==> config.mk <==
export PLATFORM = sky130hd
export DESIGN_NAME = sram_like_conv
export DESIGN_NICKNAME = d
export VERILOG_FILES = /design/src/rtl/sram_like_pkg.sv /design/src/rtl/sram_like_size_enc.sv /design/src/rtl/sram_like_conv.sv
export SDC_FILE = /design/constraint.sdc
export NUM_CORES = 1
export LEC_CHECK = 0
export CAP_MARGIN = 10
export CORE_AREA = 2 2 85 87
export DETAILED_ROUTE_END_ITERATION = 10
export DIE_AREA = 0 0 87 89
export DONT_BUFFER_PORTS = 1
export MAX_ROUTING_LAYER = met4
export PLACE_DENSITY = 0.72
export SETUP_SLACK_MARGIN = 0.2
export SLEW_MARGIN = 20
export SYNTH_ARGS = -nofsm -noshare
export SYNTH_HDL_FRONTEND = slang
export SYNTH_SLANG_ARGS = --single-unit
==> constraint.sdc <==
create_clock -name clk -period 3.24 [get_ports clk]
set_input_delay 0.648 -clock clk [delete_from_list [all_inputs] [get_ports clk]]
set_output_delay 0.648 -clock clk [all_outputs]
set_load 0.02 [all_outputs]
==> src/rtl/sram_like_pkg.sv <==
// Shared types and constants for the sram-style to sram_like bus converter.
// Holds the handshake FSM state encoding and the bus transfer-size codes.
package sram_like_pkg;

    typedef enum logic [1:0] {
        IDLE = 2'd0,
        REQ  = 2'd1,
        WAIT = 2'd2,
        DONE = 2'd3
    } state_t;

    localparam logic [1:0] SIZE_B = 2'd0;
    localparam logic [1:0] SIZE_H = 2'd1;
    localparam logic [1:0] SIZE_W = 2'd2;
    localparam logic [1:0] SIZE_D = 2'd3;

    // A read always moves the whole data path.
    function automatic logic [1:0] full_size(input int data_w);
        return (data_w == 64) ? SIZE_D : SIZE_W;
    endfunction

endpackage

==> src/rtl/sram_like_size_enc.sv <==
// Combinational byte-enable to bus transfer size encoder.
// Unsupported enable patterns fall back to a full-width transfer and raise err_wen.
module sram_like_size_enc
    import sram_like_pkg::*;
#(
    parameter int DATA_W = 32
) (
    input  logic [DATA_W/8-1:0] wen,
    output logic [1:0]          size,
    output logic                err_wen
);

    localparam int NB = DATA_W / 8;

    // Only naturally aligned runs of 1, 2, 4 or 8 bytes are legal.
    always_comb begin
        size    = full_size(DATA_W);
        err_wen = 1'b0;
        if (wen != '0) begin
            err_wen = 1'b1;
            for (int i = 0; i < NB; i++) begin
                if (wen == NB'(32'd1 << i)) begin
                    size    = SIZE_B;
                    err_wen = 1'b0;
                end
            end
            for (int i = 0; i < NB; i += 2) begin
                if (wen == NB'(32'd3 << i)) begin
                    size    = SIZE_H;
                    err_wen = 1'b0;
                end
            end
            for (int i = 0; i < NB; i += 4) begin
                if (wen == NB'(32'd15 << i)) begin
                    size    = SIZE_W;
                    err_wen = 1'b0;
                end
            end
            if (NB == 8 && wen == '1) begin
                size    = SIZE_D;
                err_wen = 1'b0;
            end
        end
    end

endmodule

==> src/rtl/sram_like_conv.sv <==
// Converts a single-cycle sram-style CPU port into a split address/data sram_like bus
// transaction, stalling the CPU until the data phase completes.
module sram_like_conv
    import sram_like_pkg::*;
#(
    parameter int ADDR_W     = 32,
    parameter int DATA_W     = 32,
    parameter int HOLD_RDATA = 1
) (
    input  logic                clk,
    input  logic                rst,
    input  logic                cpu_en,
    input  logic [DATA_W/8-1:0] cpu_wen,
    input  logic [ADDR_W-1:0]   cpu_addr,
    input  logic [DATA_W-1:0]   cpu_wdata,
    output logic [DATA_W-1:0]   cpu_rdata,
    output logic                cpu_stall,
    input  logic                longest_stall,
    output logic                req,
    output logic                wr,
    output logic [1:0]          size,
    output logic [ADDR_W-1:0]   addr,
    output logic [DATA_W-1:0]   wdata,
    input  logic                addr_ok,
    input  logic                data_ok,
    input  logic [DATA_W-1:0]   rdata
);

    state_t              state, state_next;
    logic                wr_q;
    logic [1:0]          size_q;
    logic [ADDR_W-1:0]   addr_q;
    logic [DATA_W-1:0]   wdata_q;
    logic [DATA_W-1:0]   rbuf;
    logic                err_wen;
    logic                cpu_wr;
    logic                launch;
    logic [1:0]          enc_size;
    logic                enc_err;

    assign cpu_wr = |cpu_wen;
    assign launch = (state == IDLE) && cpu_en;

    sram_like_size_enc #(.DATA_W(DATA_W)) u_size_enc (
        .wen     (cpu_wen),
        .size    (enc_size),
        .err_wen (enc_err)
    );

    always_ff @(posedge clk) begin
        if (rst) begin
            state   <= IDLE;
            wr_q    <= 1'b0;
            size_q  <= 2'd0;
            addr_q  <= '0;
            wdata_q <= '0;
            rbuf    <= '0;
            err_wen <= 1'b0;
        end else begin
            state <= state_next;
            if (launch) begin
                wr_q    <= cpu_wr;
                size_q  <= enc_size;
                addr_q  <= cpu_addr;
                wdata_q <= cpu_wdata;
                if (cpu_wr && enc_err) begin
                    err_wen <= 1'b1;
                end
            end
            if (state == WAIT && data_ok) begin
                rbuf <= rdata;
            end
        end
    end

    // In the launch cycle the bus sees the CPU fields directly; afterwards the latched copy.
    always_comb begin
        state_next = state;
        req        = launch || (state == REQ);
        wr         = launch ? cpu_wr    : wr_q;
        size       = launch ? enc_size  : size_q;
        addr       = launch ? cpu_addr  : addr_q;
        wdata      = launch ? cpu_wdata : wdata_q;
        cpu_stall  = cpu_en && (state != DONE);
        case (state)
            IDLE: if (cpu_en) state_next = addr_ok ? WAIT : REQ;
            REQ:  if (addr_ok) state_next = WAIT;
            WAIT: if (data_ok) state_next = DONE;
            DONE: if (!longest_stall) state_next = IDLE;
            default: state_next = IDLE;
        endcase
        if (state == WAIT && data_ok && HOLD_RDATA == 0) begin
            cpu_stall = 1'b0;
        end
        if (rst) begin
            cpu_stall = 1'b0;
        end
    end

    assign cpu_rdata = (HOLD_RDATA != 0) ? rbuf : rdata;

    // The enable-pattern error is sticky until reset.
    assert property (@(posedge clk) disable iff (rst) err_wen |=> err_wen);

endmodule

==> out/metrics.csv <==
metric;value;unit
Worst Path Required;2.59;ns
Starting Density;58.6;%
Max Freq;373;MHz
worst hold path startpoint;rst;
net count after synthesis;502;
Root Driver;clkbuf_8;
via/cell ratio;5.57;
largest family of logic cells by synthesized area;simple AND/OR/NAND/NOR gates;
I/O Buffers;0;
vias in the first global route;2544;
register area;0.00202;sq mm
Final Hold Viols;0;
first-pass GRT wire length;11.7;mm
Pre-Repair DR Iteration Count;4;
XOR/XNOR Fraction of Synth Area;0.222;%
clock buffer count from CTS;9;
Ant. Diodes;0;
area grow syn2layout;6.07;%
Final Critical Period;2.68;ns
post-route ant nets;0;
RR Endpoint;addr_q[7];
GRT overflow;0;
HP Class;in -> reg;
WL/cell;17.1;microns
CTS Buffer Depth;2;
Simple-Gate Fraction of Synth Area;19.3;%
layout cells sized above 1;5.48;%
full die area;0.00774;sq mm
GP Congestion;0.747;
RSZ-0062 raised after global routing;no;
detailed-route wire length;7.91;mm
sinks on the clock net;101;
area occupied by multi-input gates;0.00181;sq mm
Total GRT Usage;20.0;%
Crit. End Element;output pin;
initial antenna violation count;0;
EDFF count, synth;0;
R2R Path Start;state[0];
R2R cell count;6;
post-synthesis mux area share;19.1;%
largest net degree at the start of global routing;106;
WP data arrival;2.03;ns
worst min-delay path endpoint;addr_q[19];
Yosys top cell area share;51.3;%
worst rel slew slack;29.1;%
Least-Margin Pin Slew;1.06;ns
CP Launch Type;flop;
Worst-path clk slew;0.10;ns
final core occ;62.2;%
setup violators final;0;
FF-to-FF setup slack;1.28;ns
Post-synth ARST share;0;%
Cells after Synth;391;
# fillers;585;
Worst-Skew Late Latency;0.35;ns
slowest cell delay on critical path;0.48;ns
top cells by area, synth;dfxtp_1 (51%), mux2_1 (18%), nor2b_1 (11%), nand2_1 (6.4%), a21oi_1 (4.4%);
Synthesis Warnings;0;
WHS Path Cells;1;
# rows;30;
initial DRC count;93;
Max Cap Viol;0;
fin. max-slew vios;0;
Final #Nets;489;
post-synthesis sequential area ratio;51.3;%
Ports;207;
Power Density;896;mW/mm^2
WS Path Type;reg -> out;
Final Skew;0.0144;ns
slowest CP cell;mux2_1;
main flop type after synthesis;dfxtp_1;
setup bufs post-CTS;0;
area fraction in compound gates after synthesis;5.53;%
# hold bufs at CTS;0;
Vias;2581;
Die Ht;89;microns
syn avg cell area;10.1;sq um
register bit total from synthesis;101;
leakage power;0.00163;uW
Final HPWL DP;5.73;mm
post-synth top area cell;dfxtp_1;
CTS H-tree lvls;3;
CP Max Fanout;70;
Final Cycle Share;82.7;%
Peak VDD IR;0.388;mV
post-synthesis adder-cell area fraction;1.59;%
CTS tree;built;
library cells used by synthesis;26;
status;complete, no violations;
Setup TNS Final;0;ns
worst path cell trace;inv_1 -> ha_1 -> nand2_2 -> buf_12 -> mux2_1;
DRC errors left;0;
synth cell count leaders;dfxtp_1 (101), nor2b_1 (68), nand2_1 (67);
synthesized area;0.00394;sq mm
most common cell in the netlist;dfxtp_1;
die width;87;microns
Core Region;0.00672;sq mm
post_cts resized;0;
## sequential cells by signal (all words and copies together), names as in the netlist
register   count
size_q         2
wdata_q       32
cpu_rdata     32
state          2
wr_q           1
addr_q        32
## worst max-delay path: cells and delay by family, from the launching register on
family | cells | cell delay (ns)
adder cells (fa/ha/maj) | 1 | 0.26
flip-flops | 1 | 0.37
buffers and inverters | 2 | 0.39
AND/OR/NAND/NOR | 1 | 0.09
multiplexers | 1 | 0.48
## final cells by class
type | instances | share of cell area (%)
Clock inverter | 6 | 2.07
Tap cell | 80 | 2.40
Clock buffer | 10 | 3.29
Timing Repair Buffer | 1 | 0.479
Sequential cell | 101 | 48.4
Multi-Input combinational cell | 263 | 43.2
Inverter | 2 | 0.180
## routing by layer
metal	up-vias	share of wire [%]	global-route usage, %
li1	1257	-	-
met1	1169	39	21.3
met2	139	49	33.8
met3	16	11	6.09
met4	0	2.0	9.66
met5	-	0	-
## worst max-delay path by stage
stage	cells after the start	endpoint	startpoint
final	5	addr[7]	state[0]
after global routing	6	size[0]	state[0]
after CTS	6	size[0]	state[0]
after detailed placement	6	size[0]	state[0]
after global placement	6	size[0]	state[0]
after floorplan	3	cpu_stall	rst
## cell usage in the layout, fill, tap and decap left out
master,count
nor4bb_1,1
nand2b_1,3
mux2_1,64
mux2i_1,1
clkinv_2,2
nor4_1,1
dfxtp_1,101
bufinv_16,2
inv_1,2
xor2_1,1
a21oi_1,35
nand3b_1,1
nor2_1,6
nand2_2,1
and2_1,1
clkinv_4,1
nor3_1,1
clkinvlp_4,1
a2111oi_2,1
mux2_2,2
nor3b_1,1
a31oi_1,1
a311oi_1,1
ha_1,5
o31ai_1,1
clkbuf_8,10
nand2_1,66
o21ai_1,1
buf_12,1
nor2b_1,68
## stage by stage
step	instances	hold WS, ns	instance area (sq um)	power (uW)	setup WS (ns)
after detailed placement	447	0.483	3960	2930	0.946
after floorplan	391	0.455	3940	2760	1.06
final	463	0.365	4180	3740	0.562
after global routing	463	0.342	4180	3950	0.430
after global placement	447	0.465	3960	2900	0.986
after CTS	463	0.348	4180	3790	0.546
## kinds of logic after synthesis
group                      count (synthesis)
DFF                                      101
and+or+nand+nor                          150
xor gates and xnor gates                   1
buffers and inverters                     27
adders and majority gates                  5
AOI/OAI and AO/OA                         40
muxes                                     67
## power breakdown
| group | switching, uW | internal [uW] | total [uW] |
|---|---|---|---|
| sequential | 140 | 1450 | 1590 |
| combinational | 847 | 439 | 1290 |
| clock | 408 | 455 | 863 |
| total | 1400 | 2350 | 3740 |
(Power assumes the default switching activity.)
